<file path="src/rtl/stopwatch_ctrl_pkg.sv">
// Shared definitions for the stopwatch control sequencer: state encodings and
// default press-timing parameters.
package stopwatch_ctrl_pkg;

   typedef enum logic [1:0] {
      ST_IDLE  = 2'b00,
      ST_RUN   = 2'b01,
      ST_PAUSE = 2'b10,
      ST_LAP   = 2'b11
   } sw_state_e;

   localparam int LONG_TICKS_DEF = 200;
   localparam int TW_DEF         = 8;

endpackage

</file>
<file path="src/rtl/stopwatch_ctrl_btn_press_timer.sv">
// Classifies one debounced button level into single-clk short/long press pulses
// using an edge detector and a tick-driven saturating hold timer.
module btn_press_timer
   import stopwatch_ctrl_pkg::*;
#(
   parameter int LONG_TICKS = LONG_TICKS_DEF,
   parameter int TW         = TW_DEF
) (
   input  logic clk,
   input  logic rst_n,
   input  logic tick,
   input  logic btn,
   output logic short_evt,
   output logic long_evt
);

   localparam logic [TW-1:0] LONG_T = TW'(LONG_TICKS);

   logic          btn_q;
   logic          armed_q, armed_d;
   logic [TW-1:0] timer_q, timer_d;
   logic          short_q, short_d;
   logic          long_q, long_d;
   logic          rise, fall;

   assign rise = btn & ~btn_q;
   assign fall = ~btn & btn_q;

   // NOTE: every always_comb output gets a default first so no path leaves it unassigned (no latch).
   always_comb begin
      timer_d = timer_q;
      armed_d = armed_q;
      short_d = 1'b0;
      long_d  = 1'b0;
      if (rise) begin
         timer_d = '0;
         armed_d = 1'b1;
      end else if (fall) begin
         armed_d = 1'b0;
         short_d = armed_q && (timer_q < LONG_T);
      end else if (btn && armed_q && tick && (timer_q < LONG_T)) begin
         timer_d = timer_q + TW'(1);
         long_d  = (timer_d == LONG_T);
      end
   end

   // NOTE: btn_q resets to 1 so a button held through reset shows no rising edge; armed_q
   // stays 0 until a genuine press starts, so its eventual release is ignored too.
   always_ff @(posedge clk or negedge rst_n) begin
      if (!rst_n) begin
         btn_q   <= 1'b1;
         armed_q <= 1'b0;
         timer_q <= '0;
         short_q <= 1'b0;
         long_q  <= 1'b0;
      end else begin
         btn_q   <= btn;
         armed_q <= armed_d;
         timer_q <= timer_d;
         short_q <= short_d;
         long_q  <= long_d;
      end
   end

   assign short_evt = short_q;
   assign long_evt  = long_q;

endmodule

</file>
<file path="src/rtl/stopwatch_ctrl.sv">
// Stopwatch sequencer: arbitrates start/stop and lap/reset press events into
// count-enable, clear, lap-capture and display-hold controls.
module stopwatch_ctrl
   import stopwatch_ctrl_pkg::*;
#(
   parameter int LONG_TICKS = LONG_TICKS_DEF,
   parameter int TW         = TW_DEF
) (
   input  logic       clk,
   input  logic       rst_n,
   input  logic       tick,
   input  logic       btn_start,
   input  logic       btn_lap,
   output logic       count_enable,
   output logic       count_clr,
   output logic       lap_capture,
   output logic       disp_hold,
   output logic [1:0] state
);

   sw_state_e state_q, state_d;
   logic      clr_q, clr_d;
   logic      cap_q, cap_d;
   logic      start_short, start_long, lap_short, lap_long;

   btn_press_timer #(.LONG_TICKS(LONG_TICKS), .TW(TW)) u_start_timer (
      .clk       (clk),
      .rst_n     (rst_n),
      .tick      (tick),
      .btn       (btn_start),
      .short_evt (start_short),
      .long_evt  (start_long)
   );

   btn_press_timer #(.LONG_TICKS(LONG_TICKS), .TW(TW)) u_lap_timer (
      .clk       (clk),
      .rst_n     (rst_n),
      .tick      (tick),
      .btn       (btn_lap),
      .short_evt (lap_short),
      .long_evt  (lap_long)
   );

   // Priority: any long press, then start short, then lap short; losers are dropped.
   always_comb begin
      state_d = state_q;
      clr_d   = 1'b0;
      cap_d   = 1'b0;
      if (start_long || lap_long) begin
         state_d = ST_IDLE;
         clr_d   = 1'b1;
      end else if (start_short) begin
         case (state_q)
            ST_IDLE:  state_d = ST_RUN;
            ST_RUN:   state_d = ST_PAUSE;
            ST_PAUSE: state_d = ST_RUN;
            ST_LAP:   state_d = ST_PAUSE;
            default:  state_d = ST_IDLE;
         endcase
      end else if (lap_short) begin
         case (state_q)
            ST_RUN: begin
               state_d = ST_LAP;
               cap_d   = 1'b1;
            end
            ST_LAP:   state_d = ST_RUN;
            ST_PAUSE: begin
               state_d = ST_IDLE;
               clr_d   = 1'b1;
            end
            default:  state_d = state_q;
         endcase
      end
   end

   // NOTE: sequential state uses non-blocking assignments so all registers update together.
   always_ff @(posedge clk or negedge rst_n) begin
      if (!rst_n) begin
         state_q <= ST_IDLE;
         clr_q   <= 1'b0;
         cap_q   <= 1'b0;
      end else begin
         state_q <= state_d;
         clr_q   <= clr_d;
         cap_q   <= cap_d;
      end
   end

   assign count_enable = (state_q == ST_RUN) || (state_q == ST_LAP);
   assign disp_hold    = (state_q == ST_LAP);
   assign count_clr    = clr_q;
   assign lap_capture  = cap_q;
   assign state        = state_q;

endmodule
</file>
<file path="config.mk">
export PLATFORM = sky130hd
export DESIGN_NAME = stopwatch_ctrl
export DESIGN_NICKNAME = d
export VERILOG_FILES = /design/src/rtl/stopwatch_ctrl_pkg.sv /design/src/rtl/stopwatch_ctrl_btn_press_timer.sv /design/src/rtl/stopwatch_ctrl.sv
export SDC_FILE = /design/constraint.sdc
export NUM_CORES = 1
export LEC_CHECK = 0
export CORE_UTILIZATION = 58
export DETAILED_ROUTE_END_ITERATION = 6
export PLACE_DENSITY = 0.78
export SYNTH_ARGS = -nofsm -noshare
export SYNTH_HDL_FRONTEND = slang
export SYNTH_SLANG_ARGS = --single-unit
</file>
<file path="constraint.sdc">
create_clock -name clk -period 1.9 [get_ports clk]
set_clock_uncertainty 0.05 [all_clocks]
set_input_delay 0.475 -clock clk [delete_from_list [all_inputs] [get_ports clk]]
set_output_delay 0.475 -clock clk [all_outputs]
set_load 0.03 [all_outputs]
</file>
After elaboration in Yosys (flattened, before gate mapping):

Index checks and enable logic that the tools add are counted.

* add/sub/neg operators: 2
* magnitude comparators: 2
* equality and inequality tests: 7
* multiplexer cells: 33
* bitwise operators: 8
* reductions and logical operators: 22

Operator list (count)
* $mux 8: 6
* $mux 1: 22
* $add 8x1->8 const B: 2
* $eq 8x8->1 const B: 2
* $lt 8x8->1 const B: 2
* $logic_and 1x1->1: 8
* $reduce_bool 2->1: 4
* $mux 2: 3
* $pmux 2 s3: 1
* $reduce_and 2->1: 3
* $reduce_bool 5->1: 1
* $and 1x1->1: 4
* $eq 2x2->1 const B: 2
* $ne 2x1->1 const B: 2
* $not 1->1: 4
* $pmux 2 s2: 1
* $reduce_or 2->1: 2
* $reduce_bool 3->1: 1
* $eq 2x1->1 const B: 1
* $logic_not 2->1: 1
* $logic_or 1x1->1: 2

* flip-flop bits (word level): 28
* bits of input ports: 5
* output and inout port bits: 6
* logic and storage cells: 87

Longest topological paths before layout:

Gate-level depths: netlist of the first run.

* depth in word-level cells: 6
* mapped depth: 7

Cells and area by module:

A second synthesis of the first run with hierarchy kept.

* cells, all modules: 159
* area total of the unflattened synthesis: 1667.8 µm²

By module, submodules not included
* btn_press_timer: times used 2, cells an instance 71, area each 739.5 µm²
* stopwatch_ctrl: times used 1, cells an instance 17, area each 188.9 µm²

Worst setup path before layout of the first run:

No wires, ideal clock.

* path type: register to output
* start: register state_q[0], in the netlist state[0]
* end: output port count_enable
* data arrival time: 1294 ps
* path slack: 81 ps
* stages on the path, launching flop included: 3
* path buffers: 0
* cell sequence: dfrtp_1 > ha_1 > or2_2

* word-level cells in the longest chain between the ends: 2
* elaborated cells between the ends (all ways): 3
* classes of those cells: eq/ne: 2; reduce/logical: 1

Ends and longest elaborated chain
* start: declaration: RTL line stopwatch_ctrl.sv:21 `sw_state_e state_q, state_d;`
* start signal: assignment: RTL line stopwatch_ctrl.sv:83 `state_q <= state_d;`
* $eq 2x2->1
* net disp_hold: RTL line stopwatch_ctrl.sv:17 `output logic disp_hold,`
* $logic_or 1x1->1: RTL line stopwatch_ctrl.sv:89 `assign count_enable = (state_q == ST_RUN) || (state_q == ST_LAP);`
* end: declaration: RTL line stopwatch_ctrl.sv:14 `output logic count_enable,`

The timed path passes the listed nets, and every way through them passes these cells.

Worst setup path in the final report of the first run:

* start: register state_q[1], in the netlist state[1]
* end: output port count_enable

* word-level cells in the longest chain between the ends: 2
* elaborated cells between the ends (all ways): 3
* classes of those cells: eq/ne: 2; reduce/logical: 1

Ends and longest elaborated chain (RTL line)
* $eq 2x1->1 or $eq 2x2->1 (tied branches): stopwatch_ctrl.sv:89
* $logic_or 1x1->1 *: stopwatch_ctrl.sv:89

Every way passes the cells marked *; elsewhere a longest branch is shown, timed or not.

==> results of run 1 <==
-- cells in the final DEF (no fill, tap or decap), drive strengths merged, types with 4 or more instances in the layout --
cell type	instances
nand2	21
ha	13
nand4	4
clkdlybuf4s50	4
nor3	8
buf	29
a21oi	5
nor2	10
dfrtp	26
o311ai	4
nand3	9
inv	17
o21ai	7
dlygate4sd2	4
-- worst max-delay path, cell delays in order, from the launching register on --
cell and delay, ns:
dfrtp_1 0.43, ha_2 0.21, or2_4 0.25, buf_6 0.14
-- path summary, 6_finish.rpt --
kind | start | to | slack [ns] | depth (start not counted)
setup / recovery | state[1]$_DFFE_PN0P_ | count_enable | 0.01 | 3
hold / removal | rst_n | lap_capture$_DFF_PN0_ | 0.44 | 2
setup reg to reg | u_start_timer.timer_q[1]$_DFFE_PN0P_ | u_start_timer.long_evt$_DFF_PN0_ | 0.05 | 5
hold reg to reg | u_lap_timer.long_evt$_DFF_PN0_ | count_clr$_DFF_PN0_ | 0.45 | 2
max in group asynchronous | rst_n | u_lap_timer.btn_q$_DFF_PN1_ | 1.06 | 2
min in group clk | u_lap_timer.long_evt$_DFF_PN0_ | count_clr$_DFF_PN0_ | 0.45 | 2
-- per-layer routing --
metal / GRT usage [%] / vias to the layer above / share of wire, %
met5: 0 / - / 0
met4: 10.8 / 0 / 2.1
met3: 3.17 / 15 / 5.3
met2: 48.2 / 66 / 50
met1: 34.3 / 744 / 43
li1: - / 748 / -
-- cell families (layout without fill, tap and decap cells) --
family                   Yosys count  after routing  share of synthesized area [%]
AO/OA/AOI/OAI                     43             43                           19.7
XOR/XNOR                           4              4                           1.98
adder cells (fa/ha/maj)           13             13                           9.20
buffers and inverters             24             59                           5.94
flip-flops                        28             28                           39.8
multiplexers                       3              3                           1.77
AND/OR/NAND/NOR                   71             71                           21.6
-- metrics by stage --
stage	total power, mW	setup TNS (ns)
after detailed placement	1.34	-2.65
after CTS	1.71	-0.226
after global routing	1.84	-0.0887
final	1.75	0
after global placement	1.30	-1.53
after floorplan	1.08	0
-- area by class of cell --
class | count | share of cell area [%]
Clock buffer | 3 | 1.05
Timing Repair Buffer | 38 | 14.4
Clock inverter | 1 | 1.40
Tap cell | 31 | 1.80
Inverter | 17 | 2.97
Sequential cell | 28 | 32.9
Multi-Input combinational cell | 134 | 45.5
-- sequential cells by signal (all words and copies together) (netlist names) --
| register | cells |
|---|---|
| u_lap_timer.armed_q | 1 |
| u_lap_timer.timer_q | 8 |
| state | 2 |
| u_start_timer.timer_q | 8 |
| u_lap_timer.short_evt | 1 |
| lap_capture | 1 |
| u_start_timer.btn_q | 1 |
| u_start_timer.short_evt | 1 |
| count_clr | 1 |
| u_lap_timer.btn_q | 1 |
| u_start_timer.armed_q | 1 |
| u_start_timer.long_evt | 1 |
| u_lap_timer.long_evt | 1 |
-- synthesized netlist by cell type (all sizes together), types with 4 or more instances --
cell    count
dfrtp      26
nand2      21
inv        17
ha         13
nor2       10
nand3       9
nor3        8
o21ai       7
a21oi       5
buf         4
nand4       4
o311ai      4
-- timing repair --
action	in CTS	in global routing
buffers inserted	0	3
hold endpoints to repair	0	0
setup endpoints to repair	6	8
pin swaps	0	3
gates resized for setup	8	15
-- report_power, final --
| group | total [mW] | switching (mW) | internal [mW] | leakage, nW |
|---|---|---|---|---|
| clock network | 0.402 | 0.188 | 0.214 | 0.0279 |
| logic | 0.601 | 0.320 | 0.281 | 0.623 |
| registers | 0.746 | 0.0870 | 0.659 | 0.370 |
| total | 1.75 | 0.595 | 1.15 | 1.02 |
==> flow_summary.yaml, run 1 <==
sta:
  final-setup-viol-count: 0
  fin_crit_sh_pct: 99.4
  worst_hold_slack_ns: 0.440
  finalCriticalPeriod_ns: 1.89
  hold_viol_final: 0
  worst_pin_slew_ns: 0.479
  rsz0062_at_grt: "true"
  layout_setup_ws_ns: 0.0105
  slew_viol_final: 0
  relSlewSlack_pct: 67.6
  fmax_mhz: 529
power_and_ir_drop:
  pwr_density_cell_nw_per_um2: 813
  ir_worst_vdd_uv: 495
  p_leak_nw: 1.02
synthesis:
  synthFlopType: "dfrtp_1"
  synth_edf_count: 0
  synth.distinct_cells: 55
  ys_ff_latch: 28
  syn_area_um2: 1770
  yosysTopAreaCell: "dfrtp_1"
  synth_warnings: 0
  synth_area_leaders: "dfrtp_1 37%, ha_1 9.2%, nand2_1 4.5%, inv_1 3.6%, dfstp_2 3.0%"
  syn_avg_cell_area_um2: 9.51
  ys_seq_area_share_pct: 39.8
  async_flop_share_pct: 100
  syn_inst: 186
  syn_nets: 204
  synth_top_area_share_pct: 36.8
worst_setup_path:
  cp.required_ns: 1.37
  critPathMaxFanout: 4
  cp-start-kind: "flip-flop"
  critPathKind: "reg2out"
  cp.arrival_ns: 1.36
  cp-end-kind: "output pin"
clocking:
  clockBufferDepth: 2
  clock_sinks: 28
  cts_inserted_buffers: 3
  postCtsHoldBufs: 0
  cts_root_buf: "clkbuf_4"
  tritoncts: "built"
  clk_pin_slew_worst_paths_ns: 0.16
  h-tree-depth: 1
  worstSkewPairLatency_ns: 0.34
placed_design:
  place_inst: 245
  dpl-instance-area_um2: 2050
  io_buffers: 10
  pre_cts_ws_ns: -0.264
  hpwl_mm: 3.04
  place.gp.congestion: 0.965
floorplanning:
  pin_count: 11
  die-area_um2: 3270
  die_x_um: 57.2
  core_area_um2: 2830
  rows: 19
  start_util_pct: 62.5
  die_height_um: 57.2
routing:
  drt_pass1_iterations: 7
  drt-total-wl_mm: 4.13
  drcViolationCount: 2
  post_drt_wl_per_cell_um: 16.4
  first_iter_violations: 111
  antenna_left: 0
  via_per_inst: 6.24
  route.vias.total: 1573
cells_and_area:
  final_area_um2: 2150
  final_cells: 252
  syn2layout_area_growth_pct: 21.7
  fin_nets: 240
  drive_above_1_share_pct: 24.4
  multi_input_area_um2: 980
  seq_area_um2: 707
  fillers: 197
  antenna_cells: 0
  final_util_pct: 76.0
hold_path:
  hp-class: "in2async"
global_routing:
  grt_pass1_wl_mm: 6.88
  track_usage_pct: 27.3
  first_global_vias: 1581
  grt_overflow: 0
  antenna_found_initial: 0
  grt_max_degree: 29
status:
  violations: "DRC"
  status: "complete, but fails checks"
flow_run:
  drv_cap: 0
Power figures use the tool's default switching activity.
==> run 2: changes to the inputs <==
Settings changed: GPL_TIMING_DRIVEN set to 0, SETUP_SLACK_MARGIN set to 0.5.
==> run 2 against run 1 <==
Area after synthesis is the same. The flow now stops in 5_1_grt. Synthesized cell count is the same.
==> flow_summary.yaml, run 2 <==
floorplanning:
  rows: 19
  start_util_pct: 62.5
  pin_count: 11
  die_height_um: 57.2
  die_x_um: 57.2
clocking:
  h-tree-depth: 1
  clock_sinks: 28
  cts_root_buf: "clkbuf_4"
  cts_inserted_buffers: 3
  clockBufferDepth: 2
  postCtsHoldBufs: 0
placed_design:
  pre_cts_ws_ns: -0.390
  place_inst: 227
  hpwl_mm: 2.71
  io_buffers: 10
  place.gp.congestion: 0.873
synthesis:
  syn_area_um2: 1770
  yosysMostFrequentCell: "dfrtp_1"
  ys_seq_area_share_pct: 39.8
  syn_avg_cell_area_um2: 9.51
  synth.distinct_cells: 55
  synth_top_area_share_pct: 36.8
  yosysTopAreaCell: "dfrtp_1"
  synth_area_leaders: "dfrtp_1 37%, ha_1 9.2%, nand2_1 4.5%, inv_1 3.6%, dfstp_2 3.0%"
  syn_inst: 186
  syn_nets: 204
  async_flop_share_pct: 100
  synth_common_cells: "26 x dfrtp_1, 21 x nand2_1, 17 x inv_1, 13 x ha_1"
  synth_warnings: 0
  synthFlopType: "dfrtp_1"
  synth_edf_count: 0
  ys_ff_latch: 28
status:
  status: "stopped before the end"
  error_line: "[ERROR DPL-0033] detailed placement checks failed during check placement."
  haltStage: "5_1_grt"
sta:
  grt-worst-endpoint: "count_enable"
  worst-ep-kind: "top-level output"
global_routing:
  grt_max_degree: 29
  antenna_found_initial: 0
## run 2: timing repair
| action | 4_1_cts |
|---|---|
| buffers inserted | 30 |
| setup endpoints to repair | 57 |
| gates resized for setup | 100 |
| pin swaps | 16 |
| gates cloned | 0 |
## run 2: metrics by stage
step | hold slack (ns) | area [um2]
floorplan | 0.129 | 1870
global placement | 0.410 | 2010
detailed placement | 0.425 | 2010
CTS | 0.208 | 2560
## run 2: cells by family after synthesis
kind of cell | count (synthesis) | synth area share, %
flip-flops | 28 | 39.8
XOR/XNOR | 4 | 1.98
AND/OR/NAND/NOR | 71 | 21.6
buffers and inverters | 24 | 5.94
adder cells (fa/ha/maj) | 13 | 9.20
multiplexers | 3 | 1.77
AO/OA/AOI/OAI | 43 | 19.7
==> run 3: changes to the inputs <==
Settings changed: CORE_UTILIZATION 58 to 40, PLACE_DENSITY 0.78 to unset, PLACE_DENSITY_LB_ADDON set to 0.15, SETUP_SLACK_MARGIN 0.5 to unset.
==> run 3 against run 2 <==
The flow now finishes, with violations (setup timing).
==> flow_summary.yaml, run 3 (same netlist as run 1, synthesis figures left out) <==
placed_design:
  place.gp.congestion: 0.860
  hpwl_mm: 2.68
  io_buffers: 10
  pre_cts_ws_ns: -0.592
  place_inst: 246
  dpl-instance-area_um2: 1930
routing:
  drt_pass1_iterations: 4
  antenna_left: 0
  first_iter_violations: 81
  via_per_inst: 5.66
  drt-total-wl_mm: 3.66
  route.vias.total: 1421
  drcViolationCount: 0
  post_drt_wl_per_cell_um: 14.6
status:
  violations: "setup timing"
  status: "complete, but fails checks"
worst_setup_path:
  path_cells: "ha_2 -> or2_2 -> buf_2"
  cp.required_ns: 1.37
  reg2reg_from: "u_lap_timer.timer_q[3]$_DFFE_PN0P_"
  cp.arrival_ns: 1.42
  critPathMaxFanout: 5
  rrSetupSlack_ns: 0.09
  critPathKind: "reg2out"
  rr_worst_depth: 5
  cp_slowest_cell: "dfrtp_1"
  r2r-end: "u_lap_timer.timer_q[5]$_DFFE_PN0P_"
  slowest_delay_ns: 0.45
  cp-end-kind: "output pin"
  cp-start-kind: "flip-flop"
cells_and_area:
  antenna_cells: 0
  drive_above_1_share_pct: 17.4
  final_util_pct: 49.0
  final_area_um2: 2020
  final_common_cell: "dfrtp_1"
  final_cells: 251
  syn2layout_area_growth_pct: 14.2
  fin_nets: 220
  final_cell_mix: "24 x dfrtp_1, 21 x nand2_1, 16 x inv_1"
sta:
  rsz0062_at_grt: "true"
  fmax_mhz: 513
  final-setup-viol-count: 1
  layout_setup_ws_ns: -0.0495
  worst_hold_slack_ns: 0.144
  fin_crit_sh_pct: 103
  slew_viol_final: 0
  hold_viol_final: 0
  tns_ns: -0.0495
  worst_pin_slew_ns: 0.624
  finalCriticalPeriod_ns: 1.95
  relSlewSlack_pct: 58.4
clocking:
  h-tree-depth: 1
  clockBufferDepth: 2
  tritoncts: "built"
  clock_sinks: 28
  worstSkewPairLatency_ns: 0.28
  cts_inserted_buffers: 3
  clk_pin_slew_worst_paths_ns: 0.10
  postCtsHoldBufs: 0
  cts_root_buf: "clkbuf_8"
power_and_ir_drop:
  seq_power_share_pct: 43.0
  p_leak_nw: 0.901
  swShare_pct: 33.6
  finalPower_mw: 1.75
  internal-power_mw: 1.16
  switchingPower_mw: 0.588
  p_clk_share_pct: 27.4
  combPwrFrac_pct: 29.6
  pwr_density_cell_nw_per_um2: 866
  ir_worst_vdd_uv: 347
global_routing:
  grt_overflow: 0
  first_global_vias: 1307
  grt_pass1_wl_mm: 5.99
  track_usage_pct: 17.3
  grt_max_degree: 29
  antenna_found_initial: 0
floorplanning:
  start_util_pct: 43.0
  core_area_um2: 4120
  rows: 23
  pin_count: 11
  die_x_um: 68.5
  die_height_um: 68.5
  die-area_um2: 4690
flow_run:
  drv_cap: 0
hold_path:
  hp-class: "in2async"
[run 3: cell type report]
type	instances	area [um2]
Multi-Input combinational cell	134	975
Tap cell	50	62.6
Inverter	17	63.8
Clock inverter	1	30.0
Buffer	6	38.8
Clock buffer	3	41.3
Fill cell	394	2100
Sequential cell	28	706
Timing Repair Buffer	12	101
[run 3: worst max-delay path: cells and delay by family, from the launching register on]
kind	cells	cell delay (ns)
buf+inv	1	0.18
simple gates	1	0.30
fa+ha+maj	1	0.22
flops	1	0.45
[run 3: worst max path at each step]
| stage | slack (ns) | from | endpoint | cells after the start |
|---|---|---|---|---|
| 2_1_floorplan | 0.08 | state[0]$_DFFE_PN0P_ | count_enable | 2 |
| 3_3_place_gp | -0.56 | btn_start | u_start_timer.timer_q[4]$_DFFE_PN0P_ | 6 |
| 3_5_place_dp | -0.59 | btn_start | u_start_timer.timer_q[4]$_DFFE_PN0P_ | 6 |
| 4_1_cts | -0.19 | state[0]$_DFFE_PN0P_ | count_enable | 3 |
| 5_1_grt | -0.13 | state[0]$_DFFE_PN0P_ | count_enable | 3 |
| 6_report | -0.05 | state[0]$_DFFE_PN0P_ | count_enable | 3 |
[run 3: repair_timing]
item	4_1_cts	5_1_grt
pin swaps	0	0
buffers inserted	2	0
endpoints found under the setup margin	14	9
resized for setup	10	11
[run 3: power by group through the flow]
stage	Combinational, mW	Clock (mW)	Sequential [mW]
2_1_floorplan	0.294	0	0.788
4_1_cts	0.526	0.499	0.745
6_report	0.518	0.478	0.752
5_1_grt	0.587	0.517	0.764
3_5_place_dp	0.515	0	0.764
3_3_place_gp	0.492	0	0.754
[run 3: layer usage]
metal	track usage, %	routed length [um]	vias up	part of all wire (%)
met5	0	0	-	0
met4	6.77	31	0	0.85
met3	2.00	101	4	2.8
met2	26.6	1680	34	46
met1	24.5	1850	672	50
li1	-	-	711	-
==> edit: new RTL, flow settings as in run 1 <==
Register the outputs `count_enable` and `disp_hold`, cleared by the reset; this adds one clock of latency there. The other outputs are not delayed to match.
--- a/src/rtl/stopwatch_ctrl.sv
+++ b/src/rtl/stopwatch_ctrl.sv
@@ -86,8 +86,15 @@
       end
    end
 
-   assign count_enable = (state_q == ST_RUN) || (state_q == ST_LAP);
-   assign disp_hold    = (state_q == ST_LAP);
+   always_ff @(posedge clk or negedge rst_n) begin
+      if (!rst_n) begin
+         count_enable <= '0;
+         disp_hold    <= '0;
+      end else begin
+         count_enable <= (state_q == ST_RUN) || (state_q == ST_LAP);
+         disp_hold    <= (state_q == ST_LAP);
+      end
+   end
    assign count_clr    = clr_q;
    assign lap_capture  = cap_q;
    assign state        = state_q;
Formal check against the unedited RTL: not equivalent (Yosys sat finds a counterexample within 10 cycles, from zero or initial values and one cycle with rst_n low).
==> edit against run 1 <==
Wire length shrank 9.0%. Setup slack better by 0.042 ns. Cell area is 3.7% lower. Synthesized area fell by 3.1%. Power is 16% lower. Sequential cell count rose by 2. Critical path depth is 2 lower. Critical path type unchanged. Largest power group unchanged. Highest routed layer unchanged.
==> edit: results (changes against run 1) <==
Power
  • Max rail drop VDD: 0.000687 V (was 0.000495 V)
  • Cell internal pwr: 0.00101 W (was 0.00115 W)
  • Pleak: 0.994 nW (was 1.02 nW)
  • Clk pwr share: 27.2% (was 23.0%)

Critical path
  • FF-to-FF path depth: 4 (was 5)
  • Crit-path max cell delay: 0.66 ns (was 0.43 ns)
  • Crit path to: lap_capture (was count_enable)
  • CP max-delay cell: clkdlybuf4s50_1 (was dfrtp_1)
  • Crit Path Max Fanout: 1 (was 4)
  • R2R Setup Slk: 0.09 ns (was 0.05 ns)

Clocking
  • H-tree level count: 2 (was 1)
  • Cts repair resizes: 5 (was 8)
  • Clock slew at reported path FFs: 0.09 ns (was 0.16 ns)

Outcome
  • Run status: finished, final reports clean (was finished, violations left)

Finish
  • Layout non-clock buf frac: 13.3% (was 14.4%)
  • Multi-input gates: 128 (was 134)
  • Fin cells: 239 (was 252)

GRT
  • Largest net degree at the start of global routing: 31 (was 29)
  • First-pass GRT wire length: 6.62 mm (was 6.88 mm)
  • M2 GR Usage: 42.7% (was 48.2%)
  • GR Util met1: 35.5% (was 34.3%)

Route
  • Met2 Wirelength: 1.80 mm (was 2.07 mm)
  • Met3 wire len: 168 µm (was 218 µm)

Place
  • Routability Congestion: 0.896 (was 0.965)
  • Placed cells: 230 (was 245)
  • HPWL after DPL: 2.76 mm (was 3.04 mm)

STA
  • Actual slew at the worst max-slew pin: 0.527 ns (was 0.479 ns)

Synthesis
  • Multiplexer share of the synthesized area: 1.31% (was 1.77%)
  • Post-synthesis compound-gate area fraction: 17.5% (was 19.7%)
-- edit: cell count changes after synthesis, moves of 3 or more --
cell	delta
a211o_1	+3
and4_1	+3
clkbuf_1	+5
ha_1	-3
inv_1	-9
nand2_1	-4
nor3b_1	+3
o211ai_1	-3
o21ai_0	+3
-- edit: through the flow --
| step | setup WS [ns] | hold slack, ns | instance area (µm²) | util (%) |
|---|---|---|---|---|
| floorplan | 0.00220 | 0.129 | 1710 | - |
| global placement | -0.324 | 0.406 | 2000 | 71.8 |
| detailed placement | -0.442 | 0.434 | 2000 | 71.8 |
| CTS | 0.0330 | 0.368 | 2060 | 74.0 |
| global route | -0.00998 | 0.369 | 2070 | 74.5 |
| finish | 0.0525 | 0.375 | 2070 | 74.5 |
-- edit: worst reg2reg max path, delay by kind of cell (launching register included) --
family             cells  cell delay [ns]
AOI/OAI and AO/OA      2             0.76
DFF                    1             0.40
and+or+nand+nor        2             0.54
